==> src/rtl/edsac_timing_if.sv <==
// Bundle of the timing generator's control inputs and timing outputs.
// Width parameters must match those given to edsac_timing_generator.
interface edsac_timing_if #(
  parameter int unsigned DIGITS = 36,
  parameter int unsigned GAP    = 0,
  parameter int unsigned MINORS = 4
);
  localparam int unsigned SLOT_W = ((DIGITS + GAP) > 1) ? $clog2(DIGITS + GAP) : 1;
  localparam int unsigned MIN_W  = (MINORS > 1) ? $clog2(MINORS) : 1;

  logic              run;
  logic              step;
  logic              clear;
  logic [DIGITS-1:0] digit_pulse;
  logic [SLOT_W-1:0] digit_index;
  logic              gap;
  logic              minor_start;
  logic              minor_end;
  logic              major_start;
  logic [MIN_W-1:0]  minor_index;
  logic              busy;

  // Controller side: drives requests, observes timing.
  modport master (
    output run, step, clear,
    input  digit_pulse, digit_index, gap, minor_start, minor_end, major_start,
    input  minor_index, busy
  );

  // Generator side.
  modport slave (
    input  run, step, clear,
    output digit_pulse, digit_index, gap, minor_start, minor_end, major_start,
    output minor_index, busy
  );
endinterface

==> src/rtl/edsac_timing_generator.sv <==
// Digit-pulse timing generator: minor cycles of DIGITS digit slots plus GAP guard
// slots, grouped MINORS at a time into major cycles. Supports continuous run,
// single-step of one minor cycle and synchronous clear.
module edsac_timing_generator #(
  parameter int unsigned DIGITS = 36,
  parameter int unsigned GAP    = 0,
  parameter int unsigned MINORS = 4
) (
  input  logic          clk,
  input  logic          rst,
  edsac_timing_if.slave bus
);

  localparam int unsigned Slots = DIGITS + GAP;
  localparam int unsigned SlotW = (Slots > 1) ? $clog2(Slots) : 1;
  localparam int unsigned MinW  = (MINORS > 1) ? $clog2(MINORS) : 1;

  localparam logic [SlotW-1:0] LastSlot  = SlotW'(Slots - 1);
  localparam logic [SlotW-1:0] LastDigit = SlotW'(DIGITS - 1);
  localparam logic [MinW-1:0]  LastMinor = MinW'(MINORS - 1);

  typedef enum logic [1:0] {StIdle, StCont, StSingle} state_e;

  state_e           state_q, state_d;
  logic [SlotW-1:0] slot_q, slot_d;
  logic [MinW-1:0]  minor_q, minor_d;

  logic              busy;
  logic              in_digit;
  logic [DIGITS-1:0] pulse;

  // State, slot and minor-cycle registers; every output decodes from these only.
  always_ff @(posedge clk or posedge rst) begin
    if (rst) begin
      state_q <= StIdle;
      slot_q  <= '0;
      minor_q <= '0;
    end else begin
      state_q <= state_d;
      slot_q  <= slot_d;
      minor_q <= minor_d;
    end
  end

  // Next-state logic: clear beats run beats step.
  always_comb begin
    state_d = state_q;
    slot_d  = slot_q;
    minor_d = minor_q;
    if (bus.clear) begin
      state_d = StIdle;
      slot_d  = '0;
      minor_d = '0;
    end else begin
      unique case (state_q)
        StIdle: begin
          slot_d = '0;
          if (bus.run) begin
            state_d = StCont;
          end else if (bus.step) begin
            state_d = StSingle;
          end
        end
        StCont, StSingle: begin
          if (slot_q == LastSlot) begin
            // Minor cycle always completes; run decides whether another follows.
            slot_d  = '0;
            minor_d = (minor_q == LastMinor) ? '0 : minor_q + MinW'(1);
            state_d = bus.run ? StCont : StIdle;
          end else begin
            slot_d = slot_q + SlotW'(1);
          end
        end
        default: begin
          state_d = StIdle;
          slot_d  = '0;
        end
      endcase
    end
  end

  // Strobe decode from registered state.
  always_comb begin
    busy     = (state_q != StIdle);
    in_digit = busy && (slot_q <= LastDigit);
    pulse    = '0;
    if (in_digit) begin
      pulse = DIGITS'(1) << slot_q;
    end
  end

  assign bus.digit_pulse = pulse;
  assign bus.digit_index = busy ? slot_q : '0;
  assign bus.gap         = busy && !in_digit;
  assign bus.minor_start = busy && (slot_q == '0);
  assign bus.minor_end   = busy && (slot_q == LastSlot);
  assign bus.major_start = busy && (slot_q == '0) && (minor_q == '0);
  assign bus.minor_index = minor_q;
  assign bus.busy        = busy;

endmodule

==> src/flat_wrapper.sv <==
// flat-port wrapper written by rule: the top's interface ports become plain ports
module edsac_timing_generator_flat 
#(
  parameter int unsigned DIGITS = 36,
  parameter int unsigned GAP    = 0,
  parameter int unsigned MINORS = 4
)
  (clk, rst, bus_run, bus_step, bus_clear, bus_digit_pulse, bus_digit_index, bus_gap, bus_minor_start, bus_minor_end, bus_major_start, bus_minor_index, bus_busy);
  edsac_timing_if #(.DIGITS(DIGITS), .GAP(GAP), .MINORS(MINORS)) bus_i ();
  input  logic clk;
  input  logic rst;
  input wire logic [$bits(bus_i.run)-1:0] bus_run;
  input wire logic [$bits(bus_i.step)-1:0] bus_step;
  input wire logic [$bits(bus_i.clear)-1:0] bus_clear;
  output wire logic [$bits(bus_i.digit_pulse)-1:0] bus_digit_pulse;
  output wire logic [$bits(bus_i.digit_index)-1:0] bus_digit_index;
  output wire logic [$bits(bus_i.gap)-1:0] bus_gap;
  output wire logic [$bits(bus_i.minor_start)-1:0] bus_minor_start;
  output wire logic [$bits(bus_i.minor_end)-1:0] bus_minor_end;
  output wire logic [$bits(bus_i.major_start)-1:0] bus_major_start;
  output wire logic [$bits(bus_i.minor_index)-1:0] bus_minor_index;
  output wire logic [$bits(bus_i.busy)-1:0] bus_busy;
  assign bus_i.run = bus_run;
  assign bus_i.step = bus_step;
  assign bus_i.clear = bus_clear;
  assign bus_digit_pulse = bus_i.digit_pulse;
  assign bus_digit_index = bus_i.digit_index;
  assign bus_gap = bus_i.gap;
  assign bus_minor_start = bus_i.minor_start;
  assign bus_minor_end = bus_i.minor_end;
  assign bus_major_start = bus_i.major_start;
  assign bus_minor_index = bus_i.minor_index;
  assign bus_busy = bus_i.busy;
  edsac_timing_generator #(.DIGITS(DIGITS), .GAP(GAP), .MINORS(MINORS)) u_core (.clk(clk), .rst(rst), .bus(bus_i));
endmodule
==> config.mk <==
export PLATFORM = sky130hd
export DESIGN_NAME = edsac_timing_generator_flat
export DESIGN_NICKNAME = d
export VERILOG_FILES = /design/src/rtl/edsac_timing_if.sv /design/src/rtl/edsac_timing_generator.sv /design/src/flat_wrapper.sv
export SDC_FILE = /design/constraint.sdc
export NUM_CORES = 1
export LEC_CHECK = 0
export CORE_MARGIN = 4
export CORE_UTILIZATION = 35
export DETAILED_ROUTE_END_ITERATION = 7
export MAX_ROUTING_LAYER = met4
export PLACE_DENSITY = 0.81
export SYNTH_ARGS = -nofsm -noshare
export SYNTH_HDL_FRONTEND = slang
export SYNTH_SLANG_ARGS = --single-unit
==> constraint.sdc <==
create_clock -name clk -period 3.8 [get_ports clk]
set_input_delay 0.57 -clock clk [delete_from_list [all_inputs] [get_ports clk]]
set_output_delay 0.57 -clock clk [all_outputs]
set_load 0.1 [all_outputs]
## Word level (Yosys, flattened, before mapping)

Cells that the tools add are included.

| storage, ports and cells | value |
|---|---|
| register bits after elaboration | 10 |
| bits of input ports | 5 |
| output and inout port bits | 49 |
| logic and storage cells | 43 |

| cells by class | value |
|---|---|
| add/subtract/negate cells | 2 |
| magnitude comparators | 1 |
| equal/unequal tests | 6 |
| shift-type cells | 1 |
| muxes and demuxes | 15 |
| reductions and logical operators | 15 |

Operators with widths:

| operator | number |
|---|---|
| $mux 36 | 1 |
| $shl 1x6->36 const A | 1 |
| $mux 6 | 4 |
| $mux 2 | 8 |
| $add 6x1->6 const B | 1 |
| $eq 6x6->1 const B | 1 |
| $le 6x6->1 const B | 1 |
| $logic_not 6->1 | 1 |
| $reduce_bool 2->1 | 3 |
| $logic_and 1x1->1 | 5 |
| $eq 2x2->1 const B | 2 |
| $logic_not 2->1 | 2 |
| $ne 4x4->1 const B | 1 |
| $pmux 2 s2 | 1 |
| $reduce_and 2->1 | 2 |
| $ne 3x2->1 const B | 1 |
| $add 2x1->2 const B | 1 |
| $eq 2x1->1 const B | 1 |
| $reduce_or 2->1 | 1 |
| $logic_not 1->1 | 1 |
| $mux 1 | 1 |

## Logic depth before layout (Yosys ltp)

Gate-level depths: netlist (run 1).

| logic depth | value |
|---|---|
| depth in word-level cells | 5 |
| mapped depth | 7 |
| depth with buffers taken out | 6 |

## Worst setup path before layout (run 1)

Ideal clock, no wire load.

| path | value |
|---|---|
| kind | reg-to-output |
| from | register u_core.state_q[1] |
| to | output bus_digit_pulse[21] |
| data arrival time | 3855 ps |
| required time | 3230 ps |
| path slack | -625 ps |
| cell stages (with the launch flop) | 8 |
| buffers on the path | 1 |
| cell sequence | dfrtp_1 > inv_1 > ha_1 > clkbuf_1 > nor2b_1 > nor2b_1 > nand2_1 > nor2_1 |

| on the way | value |
|---|---|
| word-level cells in the longest chain between the ends | 3 |

RTL lines:

| element | RTL line | RTL |
|---|---|---|
| from (decl) | edsac_timing_generator.sv:24 | `state_e state_q, state_d;` |
| from (signal assigned) | edsac_timing_generator.sv:35 | `state_q <= StIdle;` |
| from (signal assigned) | edsac_timing_generator.sv:39 | `state_q <= state_d;` |
| $reduce_bool 2->1 | edsac_timing_generator.sv:84 | `busy = (state_q != StIdle);` |
| $logic_and 1x1->1 | edsac_timing_generator.sv:85 | `in_digit = busy && (slot_q <= LastDigit);` |
| $mux 36 | edsac_timing_generator.sv:87 | `if (in_digit) begin` |
| to (decl) | flat_wrapper.sv:15 | `output wire logic [$bits(bus_i.digit_pulse)-1:0] bus_digit_pulse;` |

Every way passes these cells.

## Final worst setup path (run 1)

| path | value |
|---|---|
| from | register u_core.state_q[1] |
| to | output bus_digit_pulse[20] |

Same word-level chain as after synthesis.

==> metrics.md, run 1 <==
| Metric | Value |
|---|---|
| WP data arrival | `approximately 2.1 ns` |
| DRT Pass-1 Iters | `4` |
| Number of global-route vias before repair | `~960` |
| Slowest Stage Delay on Critical Path | `0.47 ns` |
| Worst hold stages | `1` |
| HPWL Detailed | `2.18 mm` |
| Clock buffers created by TritonCTS | `3` |
| Seq/Total Area, Yosys | `0.268` |
| Die Area | `0.00356 mm²` |
| FF-to-FF End | `u_core.state_q[1]` |
| Crit Path Max Fanout | `11` |
| Power Density | `between 500 and 600 mW/mm²` |
| Unrepaired setup endpoints after global routing | `false` |
| Post-synthesis instance total | `126` |
| Antenna violations before repair | `0` |
| Outcome | `completed` |
| Critical Path, Cell by Cell | `inv_1 -> ha_1 -> nor3b_1 -> nand2_1 -> nor2_1 -> buf_4` |
| First-pass GRT wire length | `4.18 mm` |
| DRT iter0 DRCs | `66` |
| CTS clk-pin slew, worst paths | `0.06 ns` |
| Antenna Cells | `0` |
| Max_cap viols | `0` |
| Sequential Power Share | `0.189` |
| Post-Route WL | `between 2 and 3 mm` |
| Crit start category | `register` |
| Clock tree buffer depth | `2` |
| Sw Pwr | `455 µW` |
| Hold WC Path Type | `register to register` |
| Placed Cells | `202` |
| CTS tree | `built` |
| Die Y | `about 60 µm` |
| Reg2Reg Setup Slack | `1.87 ns` |
| Clk_lat worst skew | `0.26 ns` |
| Die Wd | `a little under 60 µm` |
| Worst Tran Pin Value | `0.966 ns` |
| Max Freq | `0.369 GHz` |
| Comb pwr share | `0.717` |
| CTS Hold Bufs | `0` |
| Overall routing resource usage | `0.154` |
| Worst r2r src | `u_core.state_q[1]` |
| Power Internal | `about 280 µW` |
| CTS root buf | `clkbuf_4` |
| Post-CTS setup buffer count | `0` |
| Hold_sp | `u_core.slot_q[0]` |
| Post-DP Area | `between 0.001 and 0.0015 mm²` |
| Clk pwr share | `0.094` |
| Critical path's slowest cell | `nor3b_1` |
| WP data required | `3.23 ns` |
| Slew HR | `0.354` |
| Worst setup path start | `u_core.state_q[1]` |
| Core Region | `0.00252 mm²` |
| Drt drc | `0` |
| CTS-repair resized insts | `0` |
| Nets | `191` |
| Initial Util | `0.371` |
| Number of synthesized register bits | `10` |
| Final Hold Vio Count | `0` |
| YS warnings | `0` |
| Final min period | `2.71 ns` |
| Syn_area_per_cell | `7.42 µm²` |
| Final period utilization | `0.713` |
| Sw Ratio | `0.619` |
| Layout area overhead | `46.3%` |
| Vias/cell | `~4.9` |
| Synth cell types | `30` |
| LEAKAGE | `0.000697 µW` |
| Layout cells sized above 1 | `0.326` |
| Final setup violating endpoints | `0` |
| Grt ovf | `0` |
| Slew Viols, Final | `0` |
| Clk sink count | `10` |
| Antenna viol nets, final | `0` |
| Worst Setup End Kind | `output port` |
| Setup CP Type | `register to output port` |
| H-tree Lvls | `1` |
| Fin area | `between 0.001 and 0.0015 mm²` |
| Number of cells on the critical path | `6` |
| I/O Buffers | `53` |
| CP delay by family, top | `simple AND/OR/NAND/NOR gates` |
| Post-Syn Nets | `140` |
| Max VDD drop | `between 0.0004 and 0.0005 V` |
| Drt wl/cell | `12.7 µm` |
| Rows | `18` |
| I/O pin cnt | `54` |
| Worst Reg-to-Reg Cells | `6` |
| WP buf/inv | `2` |
| Finished Layout Cells | `205` |
| Hold Path Sink | `u_core.slot_q[0]` |
| Setup TNS | `0 ns` |
| # fillers | `249` |
| Final GP Congestion | `0.841` |
| Setup Skew | `around 0.0055 ns` |
| Largest net degree at the start of global routing | `12` |
| DR vias | `a little under 1000` |
| Synthesized cell area | `935 µm²` |
cell families after synthesis:
family,synth area share
compound gates,0.0750
xor+xnor,0.0375
fa+ha+maj,0.120
simple gates,0.411
mux,0.0107
flops,0.268
buf+inv,0.0776
synth_stat cells:
| cell type | instances | area [µm²] |
|---|---|---|
| a21oi_1 | 1 | 5.00 |
| and2_1 | 2 | 12.5 |
| and3_1 | 5 | 31.3 |
| buf_2 | 1 | 5.00 |
| buf_6 | 2 | 22.5 |
| clkbuf_1 | 4 | 15.0 |
| dfrtp_1 | 10 | 250 |
| ha_1 | 9 | 113 |
| inv_1 | 8 | 30.0 |
| mux2i_1 | 1 | 10.0 |
| nand2_1 | 11 | 41.3 |
| nand2b_1 | 2 | 12.5 |
| nand3_1 | 2 | 10.0 |
| nand4_1 | 1 | 6.26 |
| nor2_1 | 43 | 161 |
| nor2b_1 | 6 | 37.5 |
| nor3_1 | 2 | 10.0 |
| nor3_4 | 1 | 16.3 |
| nor3b_1 | 1 | 7.51 |
| o2111ai_1 | 1 | 8.76 |
| o21a_4 | 1 | 15.0 |
| o21ai_0 | 1 | 5.00 |
| o21ai_4 | 1 | 16.3 |
| o2bb2a_4 | 1 | 20.0 |
| or2_2 | 1 | 6.26 |
| or2b_1 | 1 | 7.51 |
| or3_1 | 2 | 12.5 |
| or3_4 | 1 | 11.3 |
| xnor2_1 | 2 | 17.5 |
| xor2_1 | 2 | 17.5 |
worst register-to-register path: stages (launching register included):
cell and delay (ns):
dfrtp_1 0.41, inv_1 0.07, ha_1 0.37, inv_1 0.11, or3_1 0.43, o21a_4 0.22
o2bb2a_4 0.21
placed cells by master (no fill, tap or decap), drive strengths merged:
| cell | n |
|---|---|
| buf | 47 |
| nor2 | 43 |
| nand2 | 11 |
| dfrtp | 10 |
| ha | 9 |
| inv | 8 |
| clkdlybuf4s50 | 6 |
| nor2b | 6 |
| and3 | 5 |
| clkbuf | 3 |
| or3 | 3 |
| nor3 | 3 |
| nand2b | 2 |
| nand3 | 2 |
| xor2 | 2 |
| xnor2 | 2 |
| and2 | 2 |
| o21ai | 2 |
| o21a | 1 |
| o2111ai | 1 |
| nand4 | 1 |
| a21oi | 1 |
| o2bb2a | 1 |
| nor3b | 1 |
| or2b | 1 |
| or2 | 1 |
| mux2i | 1 |
routing by layer:
| layer | wire [µm] | GRT usage |
|---|---|---|
| met1 | 1080 | 0.185 |
| met2 | 1180 | 0.265 |
| met3 | 316 | 0.0216 |
| met4 | 20 | 0.0475 |
| met5 | 0 | - |
worst max path at each step:
stage,slack (ns),endpoint
3_3_place_gp,1.45,bus_digit_pulse[0]
2_1_floorplan,-0.07,bus_digit_pulse[21]
3_5_place_dp,1.39,bus_digit_pulse[28]
6_report,1.09,bus_digit_pulse[20]
5_1_grt,0.91,bus_digit_pulse[8]
4_1_cts,1.11,bus_digit_pulse[28]
through the flow:
step | worst slack (ns) | power (µW) | utilization | hold WS (ns)
finish | 1.09 | 735 | 0.542 | 0.552
global route | 0.910 | 773 | 0.542 | 0.594
CTS | 1.11 | 738 | 0.542 | 0.554
detailed placement | 1.39 | 668 | 0.533 | 0.540
global placement | 1.45 | 662 | 0.533 | 0.515
floorplan | -0.0692 | 566 | - | 0.410
registers in the layout (all words and copies together), names as in the netlist:
name and flops:
u_core.bus.minor_index 2, u_core.slot_q 6, u_core.state_q 2
final cells by class:
cell class | instances | area [µm²] | area share
clock buffers | 3 | 22.5 | 0.0165
well taps | 30 | 37.5 | 0.0274
inverters | 8 | 30.0 | 0.0220
repair buffers | 53 | 413 | 0.302
multi-input cells | 101 | 614 | 0.449
flip-flops and latches | 10 | 250 | 0.183
power by group through the flow:
stage          combinational, µW  clock, µW  sequential (µW)
2_1_floorplan                430          0              136
3_3_place_gp                 524          0              139
3_5_place_dp                 527          0              141
4_1_cts                      529       70.0              138
5_1_grt                      552       78.3              142
6_report                     527       68.7              139
(Power assumes the default switching activity.)
==> run 2, diff against run 1 <==
clock period = 2.67 ns   (was 3.8 ns; I/O delays follow)
==> run 2 against run 1 <==
- non-clock buffer count stayed put
- sequential power up 42%
- register-to-register slack worse by 1.2 ns
- hold slack got worse by 0.14 ns
- die area stayed put
- clock skew fell by 0.0029 ns
- combinational power increased by 72%
- wire length grew 18%
- critical path depth did not move
- first-iteration DRC count down 62%
- global-route usage rose by 2.4 points
==> metrics.md, run 2 (synthesis results as in run 1) <==
| Metric | Value |
|---|---|
| Reg with most FFs | `u_core.slot_q` |
| Overall routing resource usage | `0.178` |
| DRT Pass-1 Iters | `4` |
| Setup Skew | `around 0.0026 ns` |
| Largest register FFs | `6` |
| Number of global-route vias before repair | `982` |
| Post-CTS setup buffer count | `0` |
| Drt wl/cell | `14.9 µm` |
| Antenna Cells | `0` |
| HPWL Detailed | `2.69 mm` |
| Finished Layout Cells | `206` |
| Layout area overhead | `114%` |
| LEAKAGE | `0.000816 µW` |
| WHS | `0.412 ns` |
| Clock tree buffer depth | `2` |
| Max VDD drop | `approximately 0.0009 V` |
| Design Power | `about 1200 µW` |
| Final setup violating endpoints | `0` |
| Worst Setup End Kind | `output port` |
| Die Y | `a little under 60 µm` |
| Worst Tran Pin Value | `between 0.5 and 0.6 ns` |
| WP data required | `2.27 ns` |
| Largest net degree at the start of global routing | `12` |
| Final min period | `2.48 ns` |
| Slew HR | `0.625` |
| # fillers | `170` |
| H-tree Lvls | `1` |
| WP data arrival | `~2.1 ns` |
| Die Wd | `59.7 µm` |
| Layout cells sized above 1 | `0.551` |
| Final Hold Vio Count | `0` |
| I/O Buffers | `53` |
| Antenna viol nets, final | `0` |
| Crit Path Max Fanout | `11` |
| Grt ovf | `0` |
| Nets | `191` |
| Post-Place Worst Slack | `between 0.4 and 0.5 ns` |
| Clock buffers created by TritonCTS | `3` |
| Final period utilization | `0.928` |
| Power Density | `621 mW/mm²` |
| Core Region | `between 0.002 and 0.003 mm²` |
| Placed Cells | `202` |
| Max Freq | `between 0.4 and 0.5 GHz` |
| Unrepaired setup endpoints after global routing | `false` |
| First-pass GRT wire length | `4.64 mm` |
| Outcome | `completed` |
| Clk sink count | `10` |
| DRT iter0 DRCs | `25` |
| CTS tree | `built` |
| Worst Reg-to-Reg Cells | `6` |
| Crit start category | `register` |
| Leading cell type in the layout, fill and taps excluded | `buf_12` |
| Rows | `18` |
| Drt drc | `0` |
| Post-Route WL | `3.06 mm` |
| Clk_lat worst skew | `0.26 ns` |
| Initial Util | `0.371` |
| CTS Hold Bufs | `0` |
| Slew Viols, Final | `0` |
| CTS root buf | `clkbuf_4` |
| Die Area | `0.00356 mm²` |
| Setup slack after layout | `0.193 ns` |
| Hold WC Path Type | `input pin to async pin` |
| Antenna violations before repair | `0` |
| I/O pin cnt | `54` |
| Setup CP Type | `register to output port` |
| Vias/cell | `4.94` |
| Max_cap viols | `0` |
| CTS clk-pin slew, worst paths | `0.07 ns` |
| DR vias | `around 1000` |
| Final GP Congestion | `around 0.86` |
| Most frequent cells in the layout | `buf_12 (39), nor2_2 (28), nand2_1 (11)` |
## run 2: cell types whose count changed in the layout (fill, tap and decap cells not counted), sizes merged
cell | before | now
clkdlybuf4s50 | 6 | 4
buf | 47 | 49
clkbuf | 3 | 4
## run 2: area by class of cell
cell class	count	area (µm²)	share of cell area
tap	30	37.5	0.0188
sequential	10	250	0.125
clock buffer	4	36.3	0.0182
multi-input combinational	101	747	0.374
timing repair buffer	53	896	0.449
inverter	8	30.0	0.0150
## run 2: power breakdown
group / internal (µW) / switching, µW
clock network: 82.8 / 53.0
registers: 173 / 25.6
logic: 280 / 626
## run 2: final timing paths
kind / start / slack (ns) / end
max in group asynchronous: rst / 1.98 / u_core.slot_q[0]
max: u_core.state_q[0] / 0.19 / bus_digit_pulse[13]
min reg2reg: u_core.state_q[1] / 0.55 / u_core.state_q[1]
min: rst / 0.41 / u_core.state_q[1]
min in group clk: u_core.state_q[1] / 0.55 / u_core.state_q[1]
max reg2reg: u_core.state_q[0] / 0.65 / u_core.state_q[1]
## run 2: timing repair
action | in CTS | in global routing
resized for setup | 0 | 1
endpoints found under the hold margin | 0 | 0
endpoints found under the setup margin | 0 | 5
## run 2: critical path, stage by stage, from the launching register on
cell and delay (ns):
dfrtp_1 0.37, inv_1 0.06, ha_1 0.36, nor3_1 0.39, nand2_1 0.24, nor2_2 0.19
buf_12 0.20
## run 2: metrics by stage
step                      utilization  cell area, µm²  TNS, ns
final                           0.792            2000        0
after detailed placement        0.775            1960        0
after floorplan                     -            1070    -3.64
after CTS                       0.790            1990        0
after global routing            0.792            2000        0
after global placement          0.775            1960        0
## run 2: layer usage
metal  routed length [µm]  global-route usage  up-vias
li1                     -                   -      499
met1                 1320               0.225      455
met2                 1360               0.299       59
met3                  359              0.0367        4
met4                   21              0.0285        0
met5                    0                   -        -
==> run 3, diff against run 2 <==
SKIP_CTS_REPAIR_TIMING = 1   (was not set)
SKIP_LAST_GASP = 1   (was not set)
==> results of run 3 <==
Final layout, timing and power as in run 2 (identical DEF).
